`src/rtl/regbus_pkg.sv`:
```
// Shared definitions for the internal data-bus sequencer: FSM states,
// default geometry and symbolic register-file indices.
package regbus_pkg;

  localparam int unsigned DEF_NREG  = 8;
  localparam int unsigned DEF_IDX_W = 3;

  typedef enum logic [1:0] {
    ST_IDLE  = 2'd0,
    ST_DRIVE = 2'd1,
    ST_LATCH = 2'd2,
    ST_TURN  = 2'd3
  } state_t;

  localparam int unsigned REG_B = 0;
  localparam int unsigned REG_C = 1;
  localparam int unsigned REG_D = 2;
  localparam int unsigned REG_E = 3;
  localparam int unsigned REG_H = 4;
  localparam int unsigned REG_L = 5;
  localparam int unsigned REG_A = 6;
  localparam int unsigned REG_F = 7;

endpackage

```
`src/rtl/regbus_ctrl_onehot_dec.sv`:
```
// Index to one-hot decoder with enable; indices beyond NREG-1 decode to zero.
module onehot_dec #(
  parameter int unsigned NREG  = 8,
  parameter int unsigned IDX_W = 3
) (
  input  logic             en,
  input  logic [IDX_W-1:0] idx,
  output logic [NREG-1:0]  y
);

  always_comb begin
    y = '0;
    for (int unsigned i = 0; i < NREG; i++) begin
      y[i] = en && (32'(idx) == i);
    end
  end

endmodule

```
`src/rtl/regbus_ctrl.sv`:
```
// Register-transfer sequencer for the shared 8-bit bus: one command at a time,
// two-cycle drive (settle + latch) followed by an undriven turnaround cycle.
module regbus_ctrl
  import regbus_pkg::*;
#(
  parameter int unsigned NREG  = DEF_NREG,
  parameter int unsigned IDX_W = DEF_IDX_W
) (
  input  logic             clk,
  input  logic             rst,
  input  logic             req_valid,
  output logic             req_ready,
  input  logic [IDX_W-1:0] req_src,
  input  logic             req_ext,
  input  logic [IDX_W-1:0] req_dst,
  output logic [NREG-1:0]  oe,
  output logic [NREG-1:0]  wr,
  output logic             ext_oe,
  output logic             done,
  output logic             err
);

  state_t           state, state_nxt;
  logic [IDX_W-1:0] src_q, dst_q, src_n, dst_n;
  logic             ext_q, ill_q, ext_n, ill_n;
  logic             accept, req_ill, req_trivial;
  logic             drive_n, oe_en, wr_en;
  logic [NREG-1:0]  oe_n, wr_n;
  logic             ext_oe_n, done_n, err_n;

  assign req_ready   = (state == ST_IDLE);
  assign accept      = req_valid && req_ready;
  assign req_ill     = (!req_ext && (32'(req_src) >= NREG)) || (32'(req_dst) >= NREG);
  assign req_trivial = !req_ext && (req_src == req_dst);

  always_comb begin
    state_nxt = state;
    case (state)
      ST_IDLE: begin
        if (accept) begin
          state_nxt = (req_ill || req_trivial) ? ST_TURN : ST_DRIVE;
        end
      end
      ST_DRIVE: state_nxt = ST_LATCH;
      ST_LATCH: state_nxt = ST_TURN;
      ST_TURN:  state_nxt = ST_IDLE;
      default:  state_nxt = ST_IDLE;
    endcase
  end

  // Outputs are flopped, so decode from the fields that will be held after
  // this edge: the live request on accept, the captured copy otherwise.
  always_comb begin
    src_n    = accept ? req_src : src_q;
    dst_n    = accept ? req_dst : dst_q;
    ext_n    = accept ? req_ext : ext_q;
    ill_n    = accept ? req_ill : ill_q;
    drive_n  = (state_nxt == ST_DRIVE) || (state_nxt == ST_LATCH);
    oe_en    = drive_n && !ext_n;
    ext_oe_n = drive_n && ext_n;
    wr_en    = (state_nxt == ST_LATCH);
    done_n   = (state_nxt == ST_TURN);
    err_n    = done_n && ill_n;
  end

  onehot_dec #(.NREG(NREG), .IDX_W(IDX_W)) u_oe_dec (
    .en  (oe_en),
    .idx (src_n),
    .y   (oe_n)
  );

  onehot_dec #(.NREG(NREG), .IDX_W(IDX_W)) u_wr_dec (
    .en  (wr_en),
    .idx (dst_n),
    .y   (wr_n)
  );

  always_ff @(posedge clk or posedge rst) begin
    if (rst) begin
      state  <= ST_IDLE;
      src_q  <= '0;
      dst_q  <= '0;
      ext_q  <= 1'b0;
      ill_q  <= 1'b0;
      oe     <= '0;
      wr     <= '0;
      ext_oe <= 1'b0;
      done   <= 1'b0;
      err    <= 1'b0;
    end else begin
      state  <= state_nxt;
      src_q  <= src_n;
      dst_q  <= dst_n;
      ext_q  <= ext_n;
      ill_q  <= ill_n;
      oe     <= oe_n;
      wr     <= wr_n;
      ext_oe <= ext_oe_n;
      done   <= done_n;
      err    <= err_n;
    end
  end

endmodule

```
`config.mk`:
```
export PLATFORM = sky130hd
export DESIGN_NAME = regbus_ctrl
export DESIGN_NICKNAME = d
export VERILOG_FILES = /design/src/rtl/regbus_pkg.sv /design/src/rtl/regbus_ctrl_onehot_dec.sv /design/src/rtl/regbus_ctrl.sv
export SDC_FILE = /design/constraint.sdc
export NUM_CORES = 1
export LEC_CHECK = 0
export ABC_AREA = 1
export BUFFER_PORTS_ARGS = -buffer_cell sky130_fd_sc_hd__buf_2
export CORE_UTILIZATION = 45
export CTS_BUF_LIST = sky130_fd_sc_hd__clkbuf_8 sky130_fd_sc_hd__clkbuf_16
export DETAILED_ROUTE_END_ITERATION = 12
export PLACE_DENSITY = 0.77
export SLEW_MARGIN = 20
export SYNTH_ARGS = -nofsm -noshare
export SYNTH_HDL_FRONTEND = slang
export SYNTH_SLANG_ARGS = --single-unit
```
`constraint.sdc`:
```
create_clock -name clk -period 2.31 [get_ports clk]
set_input_delay 0.462 -clock clk [delete_from_list [all_inputs] [get_ports clk]]
set_output_delay 0.462 -clock clk [all_outputs]
set_load 0.005 [all_outputs]
```
==> impl_metrics.toml <==
[run_status]
outcome = "complete, no violations"

[worst_setup_path]
cp_max_fo = 4
rr_endpoint = "oe[2]$_DFF_PP0_"
cp.required_ns = 2.50
cpLargestDelayFamily = "simple AND/OR/NAND/NOR gates"
endpoint_kind = "flop"
crit_arrival_ns = 2.13
endpoint = "oe[2]$_DFF_PP0_"
r2r_cells = 10
worst-path-stages = 10
worstSetupPathType = "flop to flop"
slowest_stage = "dfrtp_1"
worstPathCellList = "inv_1, ha_1, nand3_1, nor2_1, nand2_1, a21oi_1, ha_1, inv_1, nand3_1, nor2_1"
crit_path_start = "state[1]$_DFF_PP0_"
cpPeakStageDelay_ns = 0.39
reg2reg_slack_ns = 0.37
start_kind = "flop"
path_buf_inv = 2
timing.rr.start = "state[1]$_DFF_PP0_"

[final_layout]
syn_to_final_growth_pct = 22.4
fin_nets = 177
fillers = 215
drive_above_1_share_pct = 31.3
finalNonFillerCells = 193
register_area_sq_um = 726
antennaDiodeCount = 0
multi_input_area_sq_um = 354

[drt]
antenna_left = 0
routedWlPerCell_microns = 9.83
num_vias = 863
first_iter_violations = 9
viasPerCell = 4.47
drc_errors = 0
first_pass_iters = 4
drt-total-wl_mm = 1.90

[synthesis]
yosys-top-cells-count = "dfrtp_1 (29), nand2_1 (25), inv_1 (22), nor2_1 (21), o21ai_2 (7)"
synth.avg_cell_area_sq_um = 9.54
yosysTopAreaCell = "dfrtp_1"
synth_top_area_share_pct = 60.9
synth_compound_area_share_pct = 7.03
postSynthCellCount = 125
yosysUniqueCellTypes = 14
yosysWarningCount = 0
synth_ff_type = "dfrtp_1"
synth_fa_ha_area_share_pct = 5.25
ys_ff_latch = 29
synth_edf_count = 0
synth_mux_area_share_pct = 0
synth-xor-area-share_pct = 0
async_flop_share_pct = 100
seq_area_frac_synth_pct = 60.9
synth.cell_area_sq_um = 1190
synth_most_common_cell = "dfrtp_1"
netlist_top_cells_area = "dfrtp_1 (61%), nand2_1 (7.9%), inv_1 (6.9%)"
syn_nets = 140
yosys.area_share.simple_pct = 17.4
synth_top_family_by_area = "simple AND/OR/NAND/NOR gates"

[cts]
cts_setup_buffers = 0
clockBufferDepth = 2
htreeDepth = 2
tritoncts = "yes"
path_clk_slew_ns = 0.06
cts-resized-gates = 0
clockRootBuffer = "clkbuf_8"
cts.sinks = 29
clock_latency_ns = 0.27
cts_buffers = 5
postCtsHoldBufs = 0

[place]
portBuffers = 29
placed_cells_incl_taps = 185
dp_hpwl_mm = 1.47
gp_congestion = 0.733
pre_cts_slack_ns = 0.384

[floorplanning]
initial_core_util_pct = 47.7
fp.coreArea_sq_um = 2500
die_h_microns = 53.5
die_w_microns = 53.5
io_pins = 30
dieArea_sq_um = 2860
row_count = 18

[sta]
timing.fmax_mhz = 516
setup_ws_ns = 0.372
setup_viol = 0
grt_setup_unrepaired = "no"
worstMarginPinSlew_ns = 0.368
final.period_utilization_pct = 83.9
slew_headroom_pct = 75.2
slew_viol_final = 0
holdWs_ns = 0.253
finalSetupTns_ns = 0
clock-skew-final_ns = 0.00413
final-hold-violation-count = 0
period_needed_ns = 1.94

[grt]
grt_max_degree = 30
grt_pass1_wl_mm = 3.21
overflow = 0
grt_pass1_vias = 782
track_usage_pct = 16.6
grt_antenna_before_repair = 0

[power]
power_mw = 1.80
leakagePower_nw = 0.879
ir_drop_v = 0.000872
powerDensity_nw_per_um2 = 1240

[job]
drv_cap = 0

[worst_hold_path]
holdCritPathClass = "input pin to asynchronous set/reset pin"
## registers in the layout, summed over array words and instances (netlist names)
| signal | count |
|---|---|
| err | 1 |
| ext_q | 1 |
| ext_oe | 1 |
| dst_q | 3 |
| oe | 8 |
| ill_q | 1 |
| done | 1 |
| src_q | 3 |
| wr | 8 |
| state | 2 |
## report_power, final
part	switching, mW	internal (mW)	total [mW]
clock network	0.165	0.200	0.365
logic	0.464	0.268	0.732
registers	0.0421	0.664	0.706
total	0.672	1.13	1.80
## metrics by stage
step | utilization [%] | instance area [sq um]
floorplan | - | 1190
global placement | 55.2 | 1380
detailed placement | 55.2 | 1380
CTS | 58.4 | 1460
global route | 58.4 | 1460
finish | 58.4 | 1460
## logic make-up after synthesis
family	after synthesis
and+or+nand+nor	52
AOI/OAI and AO/OA	11
adders and majority gates	5
buffers and inverters	28
DFF	29
## area by class of cell
| type | instances | share of cell area (%) |
|---|---|---|
| clock buffers | 5 | 4.72 |
| clock inverters | 3 | 0.772 |
| well taps | 30 | 2.57 |
| flip-flops and latches | 29 | 49.7 |
| multi-input cells | 68 | 24.3 |
| inverters | 27 | 6.95 |
| repair buffers | 31 | 11.0 |
## cell usage in the layout (no fill, tap or decap), drive strengths merged
cell type  netlist  final
ha               5      5
nand2           27     27
a21oi            1      1
a21boi           1      1
nand3            3      3
clkbuf           0      5
nor2            21     21
inv             27     30
and3             1      1
buf              1     31
o21ai            9      9
dfrtp           29     29
## worst min-delay path by stage
stage / startpoint / to / slack, ns / cells past startpoint
after floorplan: src_q[2]$_DFF_PP0_ / src_q[2]$_DFF_PP0_ / 0.46 / 2
final: rst / dst_q[1]$_DFF_PP0_ / 0.25 / 3
after detailed placement: ill_q$_DFF_PP0_ / ill_q$_DFF_PP0_ / 0.48 / 2
after global routing: rst / src_q[2]$_DFF_PP0_ / 0.30 / 3
after CTS: rst / dst_q[0]$_DFF_PP0_ / 0.26 / 3
after global placement: src_q[2]$_DFF_PP0_ / src_q[2]$_DFF_PP0_ / 0.47 / 2
## metal layers
metal  wire length (microns)  vias to the layer above  track usage (%)
li1                        -                      441                -
met1                     808                      394             18.1
met2                     949                       25             27.5
met3                     117                        3             6.90
met4                      21                        0             7.89
met5                       0                        -                0
## worst min-delay path: stages
cell and delay [ns]:
buf_2 0.09, inv_1 0.05, buf_4 0.32
Note: power is estimated with default switching activity, not from simulation.
